--- src/rtl/stack_arb.sv ---
// stack_arb: arbitrates two REQ/ACK ports onto one shared stack instance.
// Define STACK_ARB_FIXED_PRI_EN for fixed priority (port 0 wins every tie).
module stack_arb #(
  parameter int DATA_WIDTH = 2,
  parameter int DEPTH = 16,
  localparam int CW = $clog2(DEPTH) + 1
) (
  input  logic                  CLK,
  input  logic                  RST,
  input  logic                  REQ0,
  input  logic                  REQ1,
  input  logic                  OP0,
  input  logic                  OP1,
  input  logic [DATA_WIDTH-1:0] WDATA0,
  input  logic [DATA_WIDTH-1:0] WDATA1,
  output logic                  ACK0,
  output logic                  ACK1,
  output logic                  ERR,
  output logic [DATA_WIDTH-1:0] RDATA,
  output logic [CW-1:0]         COUNT,
  output logic                  STK_PUSH,
  output logic                  STK_POP,
  output logic [DATA_WIDTH-1:0] STK_DATA_IN,
  input  logic [DATA_WIDTH-1:0] STK_DATA_OUT,
  input  logic                  STK_FULL,
  input  logic                  STK_EMPTY
);

  localparam logic [1:0] IDLE    = 2'd0;
  localparam logic [1:0] ISSUE   = 2'd1;
  localparam logic [1:0] CAPTURE = 2'd2;
  localparam logic [1:0] RESP    = 2'd3;

  logic [1:0]            state;
  logic                  gnt;
  logic                  gnt_op;
  logic                  win;
  logic                  win_op;
  logic [DATA_WIDTH-1:0] win_wd;
  logic                  reject;

`ifdef STACK_ARB_FIXED_PRI_EN
  assign win = ~REQ0;
`else
  logic last;
  // on a tie the port not served last goes first
  assign win = (REQ0 & REQ1) ? ~last : REQ1;
`endif

  assign win_op = win ? OP1 : OP0;
  assign win_wd = win ? WDATA1 : WDATA0;
  assign reject = win_op ? STK_FULL : STK_EMPTY;

  always_ff @(posedge CLK) begin
    if (RST) begin
      state       <= IDLE;
      gnt         <= 1'b0;
      gnt_op      <= 1'b0;
      ACK0        <= 1'b0;
      ACK1        <= 1'b0;
      ERR         <= 1'b0;
      RDATA       <= '0;
      COUNT       <= '0;
      STK_PUSH    <= 1'b0;
      STK_POP     <= 1'b0;
      STK_DATA_IN <= '0;
`ifndef STACK_ARB_FIXED_PRI_EN
      last        <= 1'b1;
`endif
    end else begin
      unique case (state)
        IDLE: begin
          if (REQ0 | REQ1) begin
            gnt    <= win;
            gnt_op <= win_op;
`ifndef STACK_ARB_FIXED_PRI_EN
            last   <= win;
`endif
            if (reject) begin
              ERR   <= 1'b1;
              RDATA <= '0;
              ACK0  <= ~win;
              ACK1  <= win;
              state <= RESP;
            end else begin
              STK_PUSH    <= win_op;
              STK_POP     <= ~win_op;
              STK_DATA_IN <= win_wd;
              state       <= ISSUE;
            end
          end
        end
        ISSUE: begin
          STK_PUSH <= 1'b0;
          STK_POP  <= 1'b0;
          state    <= CAPTURE;
        end
        CAPTURE: begin
          RDATA <= STK_DATA_OUT;
          if (gnt_op) begin
            if (COUNT != CW'(DEPTH)) COUNT <= COUNT + CW'(1);
          end else begin
            if (COUNT != '0) COUNT <= COUNT - CW'(1);
          end
          ACK0  <= ~gnt;
          ACK1  <= gnt;
          state <= RESP;
        end
        RESP: begin
          ACK0  <= 1'b0;
          ACK1  <= 1'b0;
          ERR   <= 1'b0;
          state <= IDLE;
        end
        default: state <= IDLE;
      endcase
    end
  end

endmodule
--- config.mk ---
export PLATFORM = sky130hd
export DESIGN_NAME = stack_arb
export DESIGN_NICKNAME = d
export VERILOG_FILES = /design/src/rtl/stack_arb.sv
export SDC_FILE = /design/constraint.sdc
export NUM_CORES = 1
export LEC_CHECK = 0
export CAP_MARGIN = 20
export CELL_PAD_IN_SITES_DETAIL_PLACEMENT = 0
export CELL_PAD_IN_SITES_GLOBAL_PLACEMENT = 1
export CORE_MARGIN = 4
export CORE_UTILIZATION = 48
export CTS_BUF_LIST = sky130_fd_sc_hd__clkbuf_8
export DETAILED_ROUTE_END_ITERATION = 6
export DONT_BUFFER_PORTS = 1
export PLACE_DENSITY_LB_ADDON = 0.1
export SKIP_CTS_REPAIR_TIMING = 1
export SYNTH_ARGS = -nofsm -noshare
export SYNTH_HDL_FRONTEND = slang
export SYNTH_SLANG_ARGS = --single-unit
--- constraint.sdc ---
create_clock -name CLK -period 1.95 [get_ports CLK]
set_input_delay 0.4875 -clock CLK [delete_from_list [all_inputs] [get_ports CLK]]
set_output_delay 0.4875 -clock CLK [all_outputs]
set_load 0.01 [all_outputs]
==> Word-level counts from Yosys, hierarchy flattened <==
Cells that the tools add are included.
{ "totals": {"reg_bits": 19, "inputBits": 14, "out_inout_bits": 14, "elab_cells": 71} }
{ "classes": {"add_sub_neg": 2, "n_eq_ne": 8, "mux": 28, "n_bitwise": 7, "reduce_logical": 14} }
{ "ops": {"columns": ["operator", "count"], "rows": [
  ["AND reduction 3 bit", 6],
  ["2-to-1 mux 5 bit", 3],
  ["2-to-1 mux 1 bit", 13],
  ["2-to-1 mux 2 bit", 5],
  ["case mux 2 bit (4 select lines)", 1],
  ["nonzero test 2 bit", 4],
  ["inequality test 2 bit (second input constant)", 3],
  ["case mux 1 bit (2 select lines)", 3],
  ["case mux 1 bit (3 select lines)", 2],
  ["adder 5 x 1 -> 5 bit (second input constant)", 1],
  ["inequality test 5 bit (second input constant)", 1],
  ["NOT 1 bit", 5],
  ["nonzero test 5 bit", 1],
  ["subtractor 5 x 1 -> 5 bit (second input constant)", 1],
  ["== test 2 bit (second input constant)", 2],
  ["case mux 2 bit (2 select lines)", 1],
  ["nonzero test 3 bit", 1],
  ["== test 2 x 1 -> 1 bit (second input constant)", 1],
  ["logical NOT 2 bit", 1],
  ["inequality test 2 x 1 -> 1 bit (second input constant)", 1],
  ["AND reduction 2 bit", 1],
  ["AND 1 bit", 1],
  ["OR 1 bit", 1]
]} }

==> Depth between registers and ports, before layout <==
Gate-level depths: netlist of run 1.
{ "depth": {"word_depth": 7, "depth_mapped": 7, "depth_no_buf": 6} }

==> Worst setup path after synthesis of run 1 <==
No wires, ideal clock.
{ "synth_timing": {"path_kind": "reg2reg", "startpoint": "register state[0]", "endpoint": "register STK_DATA_IN[0]", "setup_ps": 121, "arrival_ps": 1595, "t_required_ps": 1829, "path_slack_ps": 234, "path_stages_with_launch": 7, "path_buffers": 1, "synth_period_minus_slack_ps": 1716, "cell_sequence": "dfxtp_1 -> inv_1 -> ha_1 -> clkbuf_1 -> o21ai_0 -> a211o_1 -> mux2_4"} }
{ "synth_between": {"elab_chain_cells": 2} }
{ "synth_rtl": {"columns": ["element", "line_no", "source"], "rows": [
  ["start, declared", "34", "logic [1:0] state;"],
  ["start signal, assigned", "56", "state <= IDLE;"],
  ["start signal, assigned", "84", "state <= RESP;"],
  ["start signal, assigned", "89", "state <= ISSUE;"],
  ["logical NOT 2 bit", "71", "unique case (state)"],
  ["AND reduction 3 bit (no source line)", null, null],
  ["end signal, assigned", "88", "STK_DATA_IN <= win_wd;"],
  ["end, declared", "23", "output logic [DATA_WIDTH-1:0] STK_DATA_IN,"]
]} }
Every way passes these cells.
A chain may end at the register's enable or synchronous reset.

==> Worst setup path in the final report of run 1 <==
{ "layout_timing": {"startpoint": "register gnt_op", "endpoint": "register COUNT[4]"} }
{ "layout_between": {"elab_chain_cells": 2, "word_cells_on_any_way": 4, "classes_between": "1 x eq/ne; 1 x mux; 2 x reduce/logical"} }
{ "layout_rtl": {"columns": ["element", "line_no", "source"], "rows": [
  ["start, declared", "36", "logic gnt_op;"],
  ["start signal, assigned", "75", "gnt_op <= win_op;"],
  ["inequality test 2 x 1 -> 1 bit (no source line) or nonzero test 2 bit (tied branches)", null, null],
  ["AND reduction 3 bit (no source line)", null, null],
  ["end signal, assigned", "101", "if (COUNT != CW'(DEPTH)) COUNT <= COUNT + CW'(1);"],
  ["end signal, assigned", "103", "if (COUNT != '0) COUNT <= COUNT - CW'(1);"],
  ["end, declared", "20", "output logic [CW-1:0] COUNT,"]
]} }
Parallel ways exist; a longest one is shown, timed or not.

==> results of run 1 <==
layer usage:
metal	GRT usage	routed length [µm]	vias to the layer above
met5	0	0	-
met1	0.205	1250	476
met4	0.0497	22	0
met3	0.0735	238	4
met2	0.271	1160	39
li1	-	-	507
cell usage after synthesis, drive strengths merged (3+ instances only):
library cell	count	area (µm²)
ha	7	87.6
inv	7	26.3
a21oi	8	40.0
mux2i	5	50.1
o21ai	4	23.8
a211oi	5	37.5
a211o	4	35.0
and3	3	18.8
nand2b	4	25.0
nand2	10	37.5
nor2b	4	25.0
nor2	8	30.0
dfxtp	19	380
xor2	4	35.0
clkbuf	5	18.8
nand3	5	25.0
nor3	4	20.0
cell usage in the layout, fill, tap and decap left out, types with 4 or more instances in the layout:
| master | instances |
|---|---|
| sky130_fd_sc_hd__ha_1 | 7 |
| sky130_fd_sc_hd__dfxtp_1 | 19 |
| sky130_fd_sc_hd__nor2b_1 | 4 |
| sky130_fd_sc_hd__nor2_1 | 8 |
| sky130_fd_sc_hd__inv_1 | 7 |
| sky130_fd_sc_hd__nand3_1 | 5 |
| sky130_fd_sc_hd__a211oi_1 | 5 |
| sky130_fd_sc_hd__nor3_1 | 4 |
| sky130_fd_sc_hd__xor2_1 | 4 |
| sky130_fd_sc_hd__nand2_1 | 10 |
| sky130_fd_sc_hd__mux2i_1 | 5 |
| sky130_fd_sc_hd__a21oi_1 | 7 |
| sky130_fd_sc_hd__nand2b_1 | 4 |
| sky130_fd_sc_hd__a211o_1 | 4 |
registers in the layout, indices dropped and copies added, names as in the netlist:
| signal | cells |
|---|---|
| state | 2 |
| ERR | 1 |
| gnt_op | 1 |
| COUNT | 5 |
| STK_PUSH | 1 |
| ACK1 | 1 |
| STK_DATA_IN | 2 |
| ACK0 | 1 |
| gnt | 1 |
| STK_POP | 1 |
| RDATA | 2 |
| last | 1 |
area by class of cell:
class / count / area, µm² / area share
Clock buffer: 3 / 41.3 / 0.0322
Clock inverter: 1 / 5.00 / 0.00390
Inverter: 7 / 26.3 / 0.0205
Multi-Input combinational cell: 105 / 772 / 0.602
Sequential cell: 19 / 380 / 0.297
Tap cell: 28 / 35.0 / 0.0273
Timing Repair Buffer: 3 / 22.5 / 0.0176
cells by family (layout without fill, tap and decap cells):
group           after synthesis  in the layout  synth area share
simple gates                 45             45             0.193
compound gates               41             41             0.264
flops                        19             19             0.319
buf+inv                      12             14            0.0377
fa+ha+maj                     8              8            0.0901
mux                           7              7            0.0671
xor+xnor                      4              4            0.0293
worst max-delay path, cell delays in order (launching register included):
cell and delay [ns]:
sky130_fd_sc_hd__dfxtp_1 0.41, sky130_fd_sc_hd__inv_1 0.16, sky130_fd_sc_hd__fa_1 0.44, sky130_fd_sc_hd__a21o_1 0.19, sky130_fd_sc_hd__a21oi_2 0.20, sky130_fd_sc_hd__mux2i_1 0.20
sky130_fd_sc_hd__nand4b_1 0.10
power by group through the flow:
| stage | sequential [mW] | clock (mW) | combinational, mW |
|---|---|---|---|
| floorplan | 0.678 | 0 | 0.762 |
| global placement | 0.707 | 0 | 0.906 |
| detailed placement | 0.718 | 0 | 0.926 |
| CTS | 0.708 | 0.296 | 0.934 |
| global route | 0.727 | 0.310 | 1.08 |
| finish | 0.704 | 0.289 | 0.955 |
metrics by stage:
| stage | hold WS, ns | cell area (µm²) | cells | util | worst slack [ns] |
|---|---|---|---|---|---|
| final | 0.280 | 1280 | 166 | 0.558 | 0.154 |
| after CTS | 0.273 | 1280 | 166 | 0.557 | 0.103 |
| after detailed placement | 0.498 | 1230 | 162 | 0.536 | 0.0992 |
| after global routing | 0.268 | 1280 | 166 | 0.558 | 0.0569 |
| after floorplan | 0.487 | 1190 | 136 | - | 0.234 |
| after global placement | 0.496 | 1230 | 162 | 0.536 | 0.206 |
worst paths after layout:
| path | cells past startpoint | from | slack, ns | to |
|---|---|---|---|---|
| max | 6 | gnt_op$_SDFFE_PP0P_ | 0.15 | COUNT[4]$_SDFFE_PP0P_ |
| min | 1 | RST | 0.28 | ACK1$_SDFFE_PP0P_ |
| max reg2reg | 6 | gnt_op$_SDFFE_PP0P_ | 0.15 | COUNT[4]$_SDFFE_PP0P_ |
| min reg2reg | 2 | ACK1$_SDFFE_PP0P_ | 0.51 | ACK1$_SDFFE_PP0P_ |
==> metrics.md, run 1 <==
| Metric | Value |
|---|---|
| Clock buffer count from CTS | 3 |
| Required time at the worst-slack endpoint | about 2.1 ns |
| Die height | around 58 µm |
| Root cell of the clock tree | sky130_fd_sc_hd__clkbuf_8 |
| Pin count of the biggest net entering global routing | 21 |
| Number of fillers in the final layout | around 230 |
| Worst slew margin | 0.647 |
| Proportion of synthesized flip-flops having asynchronous set or reset | 0 |
| Internal power consumption | between 1 and 1.5 mW |
| Clock tree from TritonCTS | yes |
| Routability cong. | roughly 0.80 |
| Register clock-pin slew on the reported worst setup and hold paths | 0.08 ns |
| Highest clock frequency the design can meet | around 560 MHz |
| Power spent charging and discharging nets | approximately 0.85 mW |
| WL per Instance | between 15 and 20 µm |
| Number of antenna repair diodes | 0 |
| Worst clock skew | roughly 0.0042 ns |
| H-tree levels | 1 |
| Final routed wirelength across all metal layers | roughly 2.7 mm |
| Clock sink count | 19 |
| Power Dens Cells | approximately 1500 mW/mm² |
| Die area | about 0.0033 mm² |
| Hold Fails Final Rpt | 0 |
| Final HPWL DP | a little under 2 mm |
| Core Region | 0.00230 mm² |
| First-pass GRT wire length | between 4 and 5 mm |
| Clock Latency Late Sink | approximately 0.26 ns |
| Number of warning messages in the yosys log | 0 |
| Initial Utilization | 0.520 |
| DR iter-0 viols | 20 |
| Vias after detailed routing | around 1,000 |
| Endpoint kind of the worst setup timing path | register |
| Critical Path Fanout Max | 6 |
| Max Buffers Root-to-Sink | 2 |
| Number of global-route vias before repair | about 1,000 |
| Hold WC Path Type | primary input to register |
| Worst vdd ir | roughly 900 µV |
| Via count normalized by instance count | 6.18 |
| Total power of the final layout | a little under 2 mW |
| Arrival time at the worst endpoint | about 2 ns |
| Antenna Violating Nets Remaining | 0 |
| Total congestion overflow | 0 |
| Part of the total power dissipated in the clock network | 0.148 |
| Setup-failing EPs final | 0 |
| Commonest register cell after synthesis | sky130_fd_sc_hd__dfxtp_1 |
| Net count of the mapped netlist | 158 |
| Part of the total power dissipated in combinational logic | 0.490 |
| Cell Rows | 17 |
| Cells after synthesis | approximately 140 |
| Post-synthesis instance area | approximately 0.0012 mm² |
| Port buffer count | 0 |
| Start-to-end type of the worst setup path | register to register |
| Post-synthesis to final-layout area growth | 7.44% |
| Mean area per synthesized cell | 8.78 µm² |
| Part of the Yosys area used for sequential elements | 0.319 |
| Number of antenna violations at the first check in global routing | 0 |
| Setup repair after global routing missed its margin | no |
| LEAKAGE | 0.546 nW |
| Outcome | completed |
| Critical Path Source Type | register |
| Min cycle time layout | approximately 1.8 ns |
| Final worst path period share | 0.921 |
| 1st-pass router iterations | 4 |
| IO Count | 28 |
| Reported max-cap violation count | 0 |
| Flip-flop and latch count after synthesis | 19 |
| Flop pwr share | 0.361 |
| Number of unique standard cell types used by synthesis | 42 |
| Setup Total Neg Slack | 0 ns |
| DRC violation count after routing | 0 |
| Layout cell share with drive strength beyond 1 | 0.109 |
| Net switching fraction of the power | 0.435 |
| Count of final max-slew check failures | 0 |
| Die width | ~58 µm |
| Slew at the pin closest to its max-slew limit | around 0.52 ns |
| Number of enable flip-flop cells after synthesis | 0 |
| Overall global routing resource usage | 0.169 |
| Net total in the final layout | ~160 |
Power figures use the tool's default switching activity.
==> run 2: changes to the inputs <==
--- a/config.mk
+++ b/config.mk
@@ -11,6 +11,7 @@
 export CORE_MARGIN = 4
 export CORE_UTILIZATION = 48
 export CTS_BUF_LIST = sky130_fd_sc_hd__clkbuf_8
+export CTS_CLUSTER_SIZE = 14
 export DETAILED_ROUTE_END_ITERATION = 6
 export DONT_BUFFER_PORTS = 1
 export PLACE_DENSITY_LB_ADDON = 0.1
==> results of run 2 <==
No change in the layout: final DEF, timing and power equal those of run 1.
==> run 3: changes to the inputs <==
==> constraint.sdc (replaced) <==
create_clock -name CLK -period 1.95 [get_ports CLK]
set_input_delay 0.4875 -clock CLK [delete_from_list [all_inputs] [get_ports CLK]]
set_output_delay 0.4875 -clock CLK [all_outputs]
set_load 0.005 [all_outputs]
==> metrics.md, run 3 (synthesis results as in run 1) <==
| Metric | Value |
|---|---|
| Root cell of the clock tree | sky130_fd_sc_hd__clkbuf_8 |
| Placed inst area | 0.00123 mm² (unchanged) |
| WL per Instance | 15.8 µm (-1.7%) |
| Total congestion overflow | 0 (unchanged) |
| Worst slew margin | 0.648 (+0.00179) |
| Worst path setup slack after routing | 0.140 ns (-0.0134 ns) |
| Post-synthesis to final-layout area growth | 7.34% (about the same) |
| Clock tree from TritonCTS | yes |
| Total power of the final layout | 1.88 mW (-3.5%) |
| First-pass GRT wire length | 4.46 mm (+0.32%) |
| Endpoint kind of the worst setup timing path | register |
| LEAKAGE | 0.547 nW (+0.26%) |
| Critical Path Fanout Max | 6 (unchanged) |
| Register clock-pin slew on the reported worst setup and hold paths | 0.07 ns (about the same) |
| Antenna Violating Nets Remaining | 0 (unchanged) |
| Layout cell share with drive strength beyond 1 | 0.101 (-0.00725) |
| Number of global-route vias before repair | 997 (+1.4%) |
| Clock sink count | 19 (unchanged) |
| Setup repair after global routing missed its margin | no |
| Number of antenna repair diodes | 0 (unchanged) |
| Highest clock frequency the design can meet | 553 MHz (-0.74%) |
| Final routed wirelength across all metal layers | 2.62 mm (-1.7%) |
| Final worst path period share | 0.928 (+0.00687) |
| Critical Path Source Type | register |
| Cell total after placement | 162 (unchanged) |
| DRC violation count after routing | 0 (unchanged) |
| Number of antenna violations at the first check in global routing | 0 (unchanged) |
| Reg with most FFs | COUNT |
| Vias after detailed routing | 1,036 (+0.97%) |
| Worst hold slack | 0.289 ns (+0.00920 ns) |
| Flop2flop setup slack | 0.14 ns (about the same) |
| Final HPWL DP | 1.95 mm (-1.6%) |
| Via count normalized by instance count | 6.24 (+0.97%) |
| Min cycle time layout | 1.81 ns (+0.0134 ns) |
| Cell Rows | 17 (unchanged) |
| DR iter-0 viols | 34 (+70%) |
| Slew at the pin closest to its max-slew limit | 0.522 ns (-0.00266 ns) |
| Count of final max-slew check failures | 0 (unchanged) |
| H-tree levels | 1 (unchanged) |
| Reported max-cap violation count | 0 (unchanged) |
| Power Dens Cells | 1470 mW/mm² (-3.4%) |
| Die area | 0.00335 mm² (unchanged) |
| Top library cells by usage in the layout, fill and taps aside | sky130_fd_sc_hd__dfxtp_1, sky130_fd_sc_hd__nand2_1, sky130_fd_sc_hd__inv_1, sky130_fd_sc_hd__nor2_1 |
| Worst vdd ir | 783 µV (-13%) |
| Net total in the final layout | 161 (unchanged) |
| Core Region | 0.00230 mm² (unchanged) |
| Required time at the worst-slack endpoint | 2.08 ns (-0.02 ns) |
| Arrival time at the worst endpoint | 1.94 ns (about the same) |
| Hold WC Path Type | primary input to register |
| Clock buffer count from CTS | 3 (unchanged) |
| Setup-failing EPs final | 0 (unchanged) |
| Hold Fails Final Rpt | 0 (unchanged) |
| Worst clock skew | 0.00321 ns (-0.00103 ns) |
| Finished Core Util | 0.558 (about the same) |
| Die width | 57.9 µm (unchanged) |
| Non-filler cells in the finished layout | 166 (unchanged) |
| Initial Utilization | 0.520 (unchanged) |
| Setup Total Neg Slack | 0 ns (unchanged) |
| Routability cong. | 0.797 (-0.39%) |
| Overall global routing resource usage | 0.170 (+0.000460) |
| Worst slack at placement | 0.0726 ns (-0.0266 ns) |
| Outcome | completed |
| Max FFs per register | 5 (unchanged) |
| Most frequent standard cell in the layout excluding fill and tap cells | sky130_fd_sc_hd__dfxtp_1 |
| Post-route cell area | 0.00128 mm² (about the same) |
| Port buffer count | 0 (unchanged) |
| Pin count of the biggest net entering global routing | 21 (unchanged) |
| 1st-pass router iterations | 4 (unchanged) |
| Clock Latency Late Sink | 0.26 ns (about the same) |
| Start-to-end type of the worst setup path | register to register |
| IO Count | 28 (unchanged) |
| Die height | 57.9 µm (unchanged) |
| Number of fillers in the final layout | 224 (-1.8%) |
| Max Buffers Root-to-Sink | 2 (unchanged) |
[run 3: path summary, 6_finish.rpt]
kind	start	endpoint	cells past startpoint
worst max-delay path	gnt_op$_SDFFE_PP0P_	COUNT[4]$_SDFFE_PP0P_	6
worst min-delay path	RST	ACK1$_SDFFE_PP0P_	1
worst max register to register	gnt_op$_SDFFE_PP0P_	COUNT[4]$_SDFFE_PP0P_	6
worst min register to register	ACK1$_SDFFE_PP0P_	ACK1$_SDFFE_PP0P_	2
[run 3: final cells by class]
| type | instances | area (µm²) | area share |
|---|---|---|---|
| clock inverters | 1 | 3.75 | 0.00293 |
| flip-flops and latches | 19 | 380 | 0.297 |
| multi-input cells | 105 | 772 | 0.603 |
| repair buffers | 3 | 22.5 | 0.0176 |
| well taps | 28 | 35.0 | 0.0273 |
| inverters | 7 | 26.3 | 0.0205 |
| clock buffers | 3 | 41.3 | 0.0322 |
[run 3: metal layers]
metal	GRT usage	share of wire	up-vias
met5	0	0	-
met4	0.0497	0.0038	0
met3	0.0846	0.098	2
met2	0.253	0.43	38
met1	0.215	0.47	489
li1	-	-	507
[run 3: worst max-delay path: stages (launching register included)]
cell and delay [ns]:
sky130_fd_sc_hd__dfxtp_1 0.41, sky130_fd_sc_hd__inv_1 0.15, sky130_fd_sc_hd__fa_1 0.42, sky130_fd_sc_hd__a21o_1 0.18, sky130_fd_sc_hd__a21oi_2 0.19, sky130_fd_sc_hd__mux2i_1 0.21
sky130_fd_sc_hd__nand4b_1 0.12
[run 3: power breakdown]
part / internal, mW / switching (mW)
combinational: 0.432 / 0.507
sequential: 0.522 / 0.146
clock: 0.140 / 0.133
